<file path="src/rtl/mtl_raster_timing_if.sv">
`default_nettype none
// ============================================================================
//  Module      : mtl_raster_timing_if
//  Description : Scan-position bus for the MTL 800x480 raster timing source.
//                Carries the run request into the timing block and the scan
//                counters, syncs, data-enable, delayed copies and pulses out
//                to the per-pixel generators.
//  Modports    : master - the timing source (drives everything but enable)
//                slave  - a consumer / controller (drives enable)
//  Revision    : 1.0 - initial release
// ============================================================================
interface mtl_raster_timing_if;
  logic        enable;      // run request; low holds the raster idle
  logic [10:0] x_cnt;       // horizontal position
  logic [9:0]  y_cnt;       // vertical position
  logic        hsync_n;     // horizontal sync, active-low
  logic        vsync_n;     // vertical sync, active-low
  logic        de;          // active-area flag
  logic        hsync_n_d;   // hsync_n delayed PIPE_DLY clocks
  logic        vsync_n_d;   // vsync_n delayed PIPE_DLY clocks
  logic        de_d;        // de delayed PIPE_DLY clocks
  logic        frame_start; // one-clock pulse at (0,0)
  logic        line_start;  // one-clock pulse at x_cnt==0
  logic [15:0] frame_cnt;   // completed-frame count

  modport master (
    input  enable,
    output x_cnt, y_cnt, hsync_n, vsync_n, de,
    output hsync_n_d, vsync_n_d, de_d,
    output frame_start, line_start, frame_cnt
  );

  modport slave (
    output enable,
    input  x_cnt, y_cnt, hsync_n, vsync_n, de,
    input  hsync_n_d, vsync_n_d, de_d,
    input  frame_start, line_start, frame_cnt
  );
endinterface
`default_nettype wire

</file>
<file path="src/rtl/mtl_raster_timing.sv">
`default_nettype none
// ============================================================================
//  Module      : mtl_raster_timing
//  Description : Raster timing source for the MTL 800x480 panel. Owns the
//                scan position (x_cnt/y_cnt, active-first ordering) and
//                produces registered syncs, data-enable, line/frame pulses
//                and PIPE_DLY-delayed copies of the syncs and data-enable.
//  Ports       : clk   - pixel clock
//                reset - asynchronous, active-low reset
//                bus   - mtl_raster_timing_if.master (enable in, rest out)
//  Options     : `define MTL_FRAME_CNT_EN builds the completed-frame counter;
//                otherwise frame_cnt is tied to 0.
//  Revision    : 1.0 - initial release
// ============================================================================
module mtl_raster_timing #(
  parameter int H_ACT    = 800,
  parameter int H_FP     = 210,
  parameter int H_SYNC   = 30,
  parameter int H_BP     = 16,
  parameter int V_ACT    = 480,
  parameter int V_FP     = 22,
  parameter int V_SYNC   = 13,
  parameter int V_BP     = 10,
  parameter int PIPE_DLY = 2
) (
  input  logic                 clk,
  input  logic                 reset,
  mtl_raster_timing_if.master  bus
);

  localparam int H_TOTAL = H_ACT + H_FP + H_SYNC + H_BP;
  localparam int V_TOTAL = V_ACT + V_FP + V_SYNC + V_BP;

  localparam logic [10:0] X_LAST = 11'(H_TOTAL - 1);
  localparam logic [10:0] X_ACT  = 11'(H_ACT);
  localparam logic [10:0] HS_ON  = 11'(H_ACT + H_FP);
  localparam logic [10:0] HS_OFF = 11'(H_ACT + H_FP + H_SYNC);
  localparam logic [9:0]  Y_LAST = 10'(V_TOTAL - 1);
  localparam logic [9:0]  Y_ACT  = 10'(V_ACT);
  localparam logic [9:0]  VS_ON  = 10'(V_ACT + V_FP);
  localparam logic [9:0]  VS_OFF = 10'(V_ACT + V_FP + V_SYNC);

  localparam logic [0:0] ST_IDLE = 1'b0;
  localparam logic [0:0] ST_RUN  = 1'b1;

  logic [0:0]  state_q, state_d;
  logic [10:0] x_q, x_d;
  logic [9:0]  y_q, y_d;
  logic        hs_q, hs_d;
  logic        vs_q, vs_d;
  logic        act_q, act_d;
  logic        ls_q, ls_d;
  logic        fs_q, fs_d;
  logic        run_d;
  logic [2:0]  dly_out;     // {hsync_n, vsync_n, de} after the delay line

  // Next-state and next-output computation. Every registered output is
  // derived from the next counter value so it lines up with x_cnt/y_cnt.
  always_comb begin
    state_d = state_q;
    x_d     = '0;
    y_d     = '0;
    case (state_q)
      ST_IDLE: begin
        // Leaving IDLE lands on (0,0), so counters stay at zero here.
        if (bus.enable) state_d = ST_RUN;
      end
      ST_RUN: begin
        if (!bus.enable) begin
          state_d = ST_IDLE;
        end else if (x_q == X_LAST) begin
          x_d = '0;
          y_d = (y_q == Y_LAST) ? 10'd0 : y_q + 10'd1;
        end else begin
          x_d = x_q + 11'd1;
          y_d = y_q;
        end
      end
      default: state_d = ST_IDLE;
    endcase

    run_d = (state_d == ST_RUN);
    act_d = run_d && (x_d < X_ACT) && (y_d < Y_ACT);
    hs_d  = !(run_d && (x_d >= HS_ON) && (x_d < HS_OFF));
    vs_d  = !(run_d && (y_d >= VS_ON) && (y_d < VS_OFF));
    ls_d  = run_d && (x_d == 11'd0);
    fs_d  = ls_d && (y_d == 10'd0);
  end

  always_ff @(posedge clk or negedge reset) begin
    if (!reset) begin
      state_q <= ST_IDLE;
      x_q     <= '0;
      y_q     <= '0;
      hs_q    <= 1'b1;
      vs_q    <= 1'b1;
      act_q   <= 1'b0;
      ls_q    <= 1'b0;
      fs_q    <= 1'b0;
    end else begin
      state_q <= state_d;
      x_q     <= x_d;
      y_q     <= y_d;
      hs_q    <= hs_d;
      vs_q    <= vs_d;
      act_q   <= act_d;
      ls_q    <= ls_d;
      fs_q    <= fs_d;
    end
  end

  // Delay line for the generator-aligned copies. It shifts regardless of
  // state so inactive values flush through after the raster stops.
  generate
    if (PIPE_DLY == 0) begin : g_nodly
      assign dly_out = {hs_q, vs_q, act_q};
    end else begin : g_dly
      logic [PIPE_DLY-1:0][2:0] dly_q, dly_d;

      always_comb begin
        dly_d[0] = {hs_q, vs_q, act_q};
        for (int i = 1; i < PIPE_DLY; i++) begin
          dly_d[i] = dly_q[i-1];
        end
      end

      always_ff @(posedge clk or negedge reset) begin
        if (!reset) begin
          dly_q <= {PIPE_DLY{3'b110}};
        end else begin
          dly_q <= dly_d;
        end
      end

      assign dly_out = dly_q[PIPE_DLY-1];
    end
  endgenerate

`ifdef MTL_FRAME_CNT_EN
  logic [15:0] fcnt_q, fcnt_d;
  logic        wrap;

  // Counts the edge that carries the counters from the last pixel back to
  // (0,0); holds through IDLE and wraps naturally at 16 bits.
  always_comb begin
    wrap   = (state_q == ST_RUN) && bus.enable &&
             (x_q == X_LAST) && (y_q == Y_LAST);
    fcnt_d = wrap ? fcnt_q + 16'd1 : fcnt_q;
  end

  always_ff @(posedge clk or negedge reset) begin
    if (!reset) begin
      fcnt_q <= '0;
    end else begin
      fcnt_q <= fcnt_d;
    end
  end

  assign bus.frame_cnt = fcnt_q;
`else
  assign bus.frame_cnt = '0;
`endif

  assign bus.x_cnt       = x_q;
  assign bus.y_cnt       = y_q;
  assign bus.hsync_n     = hs_q;
  assign bus.vsync_n     = vs_q;
  assign bus.de          = act_q;
  assign bus.line_start  = ls_q;
  assign bus.frame_start = fs_q;
  assign bus.hsync_n_d   = dly_out[2];
  assign bus.vsync_n_d   = dly_out[1];
  assign bus.de_d        = dly_out[0];

endmodule
`default_nettype wire

</file>
<file path="src/flat_wrapper.sv">
// flat-port wrapper written by rule: the top's interface ports become plain ports
module mtl_raster_timing_flat 
#(
  parameter int H_ACT    = 800,
  parameter int H_FP     = 210,
  parameter int H_SYNC   = 30,
  parameter int H_BP     = 16,
  parameter int V_ACT    = 480,
  parameter int V_FP     = 22,
  parameter int V_SYNC   = 13,
  parameter int V_BP     = 10,
  parameter int PIPE_DLY = 2
)
  (clk, reset, bus_enable, bus_x_cnt, bus_y_cnt, bus_hsync_n, bus_vsync_n, bus_de, bus_hsync_n_d, bus_vsync_n_d, bus_de_d, bus_frame_start, bus_line_start, bus_frame_cnt);
  mtl_raster_timing_if bus_i ();
  input  logic clk;
  input  logic reset;
  input wire logic [$bits(bus_i.enable)-1:0] bus_enable;
  output wire logic [$bits(bus_i.x_cnt)-1:0] bus_x_cnt;
  output wire logic [$bits(bus_i.y_cnt)-1:0] bus_y_cnt;
  output wire logic [$bits(bus_i.hsync_n)-1:0] bus_hsync_n;
  output wire logic [$bits(bus_i.vsync_n)-1:0] bus_vsync_n;
  output wire logic [$bits(bus_i.de)-1:0] bus_de;
  output wire logic [$bits(bus_i.hsync_n_d)-1:0] bus_hsync_n_d;
  output wire logic [$bits(bus_i.vsync_n_d)-1:0] bus_vsync_n_d;
  output wire logic [$bits(bus_i.de_d)-1:0] bus_de_d;
  output wire logic [$bits(bus_i.frame_start)-1:0] bus_frame_start;
  output wire logic [$bits(bus_i.line_start)-1:0] bus_line_start;
  output wire logic [$bits(bus_i.frame_cnt)-1:0] bus_frame_cnt;
  assign bus_i.enable = bus_enable;
  assign bus_x_cnt = bus_i.x_cnt;
  assign bus_y_cnt = bus_i.y_cnt;
  assign bus_hsync_n = bus_i.hsync_n;
  assign bus_vsync_n = bus_i.vsync_n;
  assign bus_de = bus_i.de;
  assign bus_hsync_n_d = bus_i.hsync_n_d;
  assign bus_vsync_n_d = bus_i.vsync_n_d;
  assign bus_de_d = bus_i.de_d;
  assign bus_frame_start = bus_i.frame_start;
  assign bus_line_start = bus_i.line_start;
  assign bus_frame_cnt = bus_i.frame_cnt;
  mtl_raster_timing #(.H_ACT(H_ACT), .H_FP(H_FP), .H_SYNC(H_SYNC), .H_BP(H_BP), .V_ACT(V_ACT), .V_FP(V_FP), .V_SYNC(V_SYNC), .V_BP(V_BP), .PIPE_DLY(PIPE_DLY)) u_core (.clk(clk), .reset(reset), .bus(bus_i));
endmodule
</file>
<file path="config.mk">
export PLATFORM = sky130hd
export DESIGN_NAME = mtl_raster_timing_flat
export DESIGN_NICKNAME = d
export VERILOG_FILES = /design/src/rtl/mtl_raster_timing_if.sv /design/src/rtl/mtl_raster_timing.sv /design/src/flat_wrapper.sv
export SDC_FILE = /design/constraint.sdc
export NUM_CORES = 1
export LEC_CHECK = 0
export CELL_PAD_IN_SITES_DETAIL_PLACEMENT = 1
export CELL_PAD_IN_SITES_GLOBAL_PLACEMENT = 1
export CORE_ASPECT_RATIO = 0.75
export CORE_UTILIZATION = 35
export DETAILED_ROUTE_END_ITERATION = 8
export HOLD_SLACK_MARGIN = 0.02
export PLACE_DENSITY_LB_ADDON = 0.08
export SLEW_MARGIN = 15
export SYNTH_ARGS = -nofsm -noshare
export SYNTH_HDL_FRONTEND = slang
export SYNTH_SLANG_ARGS = --single-unit
export TNS_END_PERCENT = 30
</file>
<file path="constraint.sdc">
create_clock -name clk -period 3.1 [get_ports clk]
set_clock_uncertainty 0.05 [all_clocks]
set_input_delay 0.31 -clock clk [delete_from_list [all_inputs] [get_ports clk]]
set_output_delay 0.31 -clock clk [all_outputs]
set_load 0.03 [all_outputs]
</file>
; ---- Word level (Yosys, flattened, before mapping)
; Index checks and enable logic that the tools add are counted.
[word_totals]
input_bits = 3
register_bits = 33
elab_cells = 40
output_inout_bits = 45
[classes]
order_cmp = 6
n_mux = 8
reduce_logical = 12
eq_ne = 2
n_addsub = 2
[op_table]
columns = operator, n
row1 = 2-to-1 mux 10 bit, 4
row2 = 2-to-1 mux 11 bit, 3
row3 = "adder 11 x 1 -> 11 bit, second input constant", 1
row4 = "equality test 11 bit, second input constant", 1
row5 = "greater-or-equal comparator 11 x 10 -> 1 bit, second input constant", 1
row6 = logical NOT 11 bit, 1
row7 = "less-than comparator 11 x 10 -> 1 bit, second input constant", 1
row8 = "less-than comparator 11 bit, second input constant", 1
row9 = "adder 10 x 1 -> 10 bit, second input constant", 1
row10 = "equality test 10 bit, second input constant", 1
row11 = "greater-or-equal comparator 10 x 9 -> 1 bit, second input constant", 1
row12 = logical NOT 10 bit, 1
row13 = "less-than comparator 10 bit, second input constant", 1
row14 = "less-than comparator 10 x 9 -> 1 bit, second input constant", 1
row15 = logical AND 1 bit, 8
row16 = logical NOT 1 bit, 2
row17 = 2-to-1 mux 1 bit, 1

; ---- Logic depth before layout (Yosys ltp)
[logic_depth]
ltp_word = 9
depth_mapped = 10
mapped_depth_nobuf = 9

; ---- Least setup slack after synthesis
; OpenSTA, ideal clock, no wires.
[synth_timing]
path_type = register -> register
from = reg u_core.x_q[0] (netlist: u_core.bus.x_cnt[0])
to = reg u_core.hs_q (netlist: u_core.bus.hsync_n)
path_buffers = 2
slack_ns = 0.461
required_time_ns = 2.959
setup_time_ns = 0.091
t_arrival_ns = 2.498
path_stages_with_launch = 10
path_cell_list = dfrtp_1 ha_1 buf_2 and3_1 buf_6 xnor2_1 or2_1 or4b_1 a2111oi_2 mux2i_1
[synth_via]
elab_chain_len = 8
elab_cells_between_ends = 10
classes_between = add/sub: 1 / order compare: 2 / eq/ne: 1 / mux: 3 / reduce/logical: 3
[synth_rtl]
columns = item, line_no
row1 = start: declaration, mtl_raster_timing.sv:47  ; logic [10:0] x_q, x_d;
row2 = start signal: assignment, mtl_raster_timing.sv:93  ; x_q <= '0;
row3 = start signal: assignment, mtl_raster_timing.sv:102  ; x_q <= x_d;
row4 = adder 11 x 1 -> 11 bit or equality test 11 bit (tied branches), "mtl_raster_timing.sv:75, mtl_raster_timing.sv:71"
row5 = 2-to-1 mux 11 bit (*), mtl_raster_timing.sv:71  ; end else if (x_q == X_LAST) begin
row6 = 2-to-1 mux 11 bit (*), mtl_raster_timing.sv:69  ; if (!bus.enable) begin
row7 = 2-to-1 mux 11 bit (*), mtl_raster_timing.sv:63  ; case (state_q)
row8 = greater-or-equal comparator 11 x 10 -> 1 bit, mtl_raster_timing.sv:84  ; hs_d = !(run_d && (x_d >= HS_ON) && (x_d < HS_OFF));
row9 = logical AND 1 bit, mtl_raster_timing.sv:84
row10 = logical AND 1 bit (*), mtl_raster_timing.sv:84
row11 = logical NOT 1 bit (*), mtl_raster_timing.sv:84
row12 = via u_core.hs_d, mtl_raster_timing.sv:49  ; logic hs_q, hs_d;
row13 = end signal: assignment, mtl_raster_timing.sv:104  ; hs_q <= hs_d;
row14 = end: declaration, mtl_raster_timing.sv:49
; Mark *: on every way through the listed nets, which the timed path passes. The rest lies on a longest branch.

; ---- Worst setup path after layout
[layout_timing]
from = reg u_core.x_q[0] (netlist: u_core.bus.x_cnt[0])
to = reg u_core.fs_q (netlist: u_core.bus.frame_start)
[layout_via]
elab_chain_len = 7
elab_cells_between_ends = 12
classes_between = add/sub: 1 / eq/ne: 1 / mux: 6 / reduce/logical: 4
[layout_rtl]
columns = item, line_no
row1 = adder 11 x 1 -> 11 bit or equality test 11 bit (tied branches), "mtl_raster_timing.sv:75, mtl_raster_timing.sv:71"
row2 = 2-to-1 mux 11 bit, mtl_raster_timing.sv:71
row3 = 2-to-1 mux 11 bit, mtl_raster_timing.sv:69
row4 = 2-to-1 mux 11 bit, mtl_raster_timing.sv:63
row5 = logical NOT 11 bit, mtl_raster_timing.sv:86  ; ls_d = run_d && (x_d == 11'd0);
row6 = logical AND 1 bit, mtl_raster_timing.sv:86
row7 = logical AND 1 bit (*), mtl_raster_timing.sv:87  ; fs_d = ls_d && (y_d == 10'd0);
row8 = via u_core.fs_d, mtl_raster_timing.sv:53  ; logic fs_q, fs_d;
row9 = end signal: assignment, mtl_raster_timing.sv:108  ; fs_q <= fs_d;
row10 = end: declaration, mtl_raster_timing.sv:53
; Marked as above.

==> flow_metrics.env <==
export IMPL_status="complete, no violations"
export IMPL_cts_sinks=33
export IMPL_design_core_area_um2=5380
export IMPL_synth_ff_type="dfrtp_1"
export IMPL_highest_signal_layer="met4"
export IMPL_worst_ep_arrival_time_ns=2.84
export IMPL_rsz0062_at_grt="false"
export IMPL_clk_latency_ns=0.28
export IMPL_critPathKind="reg2reg"
export IMPL_root_buffer="clkbuf_8"
export IMPL_met2_length_um=2200
export IMPL_period_share=0.891
export IMPL_cts_htree_levels=2
export IMPL_async_flop_share=1.00
export IMPL_cp_num_cells=7
export IMPL_cts_resized=0
export IMPL_place_area_um2=2290
export IMPL_route_met3_wl_um=232
export IMPL_syn_area_per_cell_um2=9.53
export IMPL_final_area_um2=2380
export IMPL_cp_top_family="simple AND/OR/NAND/NOR gates"
export IMPL_place_ws_ns=0.377
export IMPL_drt_met1_wl_um=2780
export IMPL_yosys_area_top_type="dfrtp_1"
export IMPL_vias_per_cell=5.31
export IMPL_power_leakage_nw=0.984
export IMPL_vias=1672
export IMPL_slowest_stage="a2111oi_0"
export IMPL_portBuffers=31
export IMPL_cp_start_kind="flip-flop"
export IMPL_critical_path_required_ns=3.18
export IMPL_areaGrowthSynthToFinish_pct=21.2
export IMPL_yosys_warnings=0
export IMPL_ys_seq_area_frac=0.424
export IMPL_critical_path_max_stage_delay_ns=0.51
export IMPL_setup_viol=0
export IMPL_power_mw=0.851
export IMPL_drtIter0Drc=121
export IMPL_power_switching_mw=0.217
export IMPL_num_io_pins=48
export IMPL_whs_ns=0.313
export IMPL_grt_total_usage=0.202
export IMPL_synth_top_area_share=0.344
export IMPL_maxCapViolations=0
export IMPL_peakVddDrop_v=0.000150
export IMPL_timing_fmax_mhz=362
export IMPL_fp_dieW_um=88.5
export IMPL_cts_tree="done"
export IMPL_synth_edff_count=0
export IMPL_ys_ff_latch=33
export IMPL_cts_buffer_depth=2
export IMPL_min_path_type="reg2reg"
export IMPL_yosys_top_cells_count="27 x dfrtp_1, 18 x buf_4, 18 x nor2_1"
export IMPL_crit_path_end="u_core.bus.frame_start"
export IMPL_dieArea_um2=5920
export IMPL_r2r_start="u_core.bus.x_cnt[0]"
export IMPL_finalWorstSetupSlack_ns=0.339
export IMPL_std_cell_rows=23
export IMPL_yosysMostFrequentCell="dfrtp_1"
export IMPL_power_per_cell_area_nw_per_um2=358
export IMPL_cts_buffers_inserted=5
export IMPL_clkSlewWorstSetupHoldPaths_ns=0.07
export IMPL_rrSetupSlack_ns=0.34
export IMPL_antennaDiodeCount=0
export IMPL_grt_pass1_wl_um=8720
export IMPL_p_int_mw=0.635
export IMPL_hold_viol_final=0
export IMPL_instances_no_fill=315
export IMPL_dpl_hpwl_um=3860
export IMPL_place_gp_congestion=0.894
export IMPL_r2r_end="u_core.bus.frame_start"
export IMPL_ys_top_cells_by_area="dfrtp_1 34%, dfstp_2 8.0%, buf_4 6.9%"
export IMPL_cp_max_fo=9
export IMPL_finish_utilization=0.442
export IMPL_seqPwrFrac=0.518
export IMPL_dieHeight_um=66.9
export IMPL_switching_share=0.254
export IMPL_ant_nets=0
export IMPL_cts_setup_buffers=0
export IMPL_drtPass1Iterations=4
export IMPL_wl_per_cell_um=16.8
export IMPL_syn_instance_count=206
export IMPL_first_global_vias=1624
export IMPL_dp_cells=307
export IMPL_start_util=0.365
export IMPL_period_needed_ns=2.76
export IMPL_rr_worst_depth=7
export IMPL_maxSlewViolCount=0
export IMPL_pwr_share_comb=0.088
export IMPL_grt_max_degree=34
export IMPL_crit_start="u_core.bus.x_cnt[0]"
export IMPL_wirelength_um=5290
export IMPL_path_buf_inv=0
export IMPL_clock_power_share=0.394
export IMPL_critPathCaptureType="flip-flop"
export IMPL_ctsHoldBuffers=0
export IMPL_hp_start="u_core.g_dly.dly_d[5]"
export IMPL_synth_distinct_cells=53
export IMPL_drive_above_1_share=0.100
export IMPL_antenna_found_initial=0
export IMPL_drc_errors=0
export IMPL_synth_area_um2=1960
export IMPL_path_cells="ha_1 > and3_1 > nand3_2 > nor4_1 > xnor2_1 > nand4_1 > a2111oi_0"
export IMPL_grt_overflow=0
export IMPL_finalNetCount=245
export IMPL_tns_ns=0
[how the worst min path moves through the flow]
stage,end,slack (ns),cells past startpoint
after floorplan,u_core.bus.de,-0.04,0
after global placement,u_core.dly_out[0],0.29,0
after detailed placement,u_core.dly_out[0],0.29,0
after CTS,u_core.dly_out[2],0.31,0
after global routing,u_core.dly_out[1],0.32,0
final,u_core.dly_out[2],0.31,0
[layout by cell type (no fill, tap or decap), types with 2 or more instances in the layout]
cell             count
nand2_1             15
a31oi_1              3
xnor2_1              6
nand4_1              8
inv_1               10
clkbuf_1             2
nor4_1               2
o21ai_0              7
dfstp_2              6
nand3_1             11
a21oi_1              7
nor2_1              18
conb_1              16
and4_1               3
buf_4                5
dfrtp_1             27
clkbuf_8             6
clkdlybuf4s50_1     31
xor2_1              11
and3_1               8
ha_1                 3
or3_1                2
o31ai_1              3
[cells by family (layout without fill, tap and decap cells)]
| family | Yosys count | count (layout) | share of synthesized area |
|---|---|---|---|
| simple gates | 82 | 82 | 0.242 |
| buf+inv | 35 | 54 | 0.107 |
| compound gates | 34 | 34 | 0.124 |
| flops | 33 | 33 | 0.424 |
| xor+xnor | 17 | 17 | 0.0758 |
| fa+ha+maj | 3 | 3 | 0.0191 |
| other cells | 1 | 16 | 0.00191 |
| mux | 1 | 1 | 0.00510 |
[metal layers]
| layer | track usage | up-vias |
|---|---|---|
| met5 | 0 | - |
| met4 | 0.0665 | 0 |
| met3 | 0.0471 | 11 |
| met2 | 0.276 | 50 |
| met1 | 0.306 | 837 |
| li1 | - | 774 |
[power groups by stage]
stage	Combinational [mW]	Sequential, mW	Clock, mW
3_3_place_gp	0.0744	0.448	0
2_1_floorplan	0.0523	0.457	0
3_5_place_dp	0.0757	0.449	0
4_1_cts	0.0759	0.441	0.344
6_report	0.0747	0.441	0.336
5_1_grt	0.0812	0.441	0.366
[area by class of cell]
cell class | instances | area (µm²)
fillers | 645 | 3000
multi-input cells | 153 | 976
flip-flops and latches | 33 | 833
repair buffers | 36 | 348
well taps | 75 | 93.8
clock buffers | 8 | 90.1
inverters | 10 | 37.5
[sequential cells by signal, indices dropped and copies added (netlist names)]
name and flops:
u_core.bus.frame_start 1, u_core.bus.vsync_n 1, u_core.bus.hsync_n 1, u_core.state_q 1, u_core.bus.de 1, u_core.g_dly.dly_d 3, u_core.bus.y_cnt 10, u_core.bus.line_start 1
u_core.dly_out 3, u_core.bus.x_cnt 11
No activity file was read; power rests on OpenSTA's default activity.
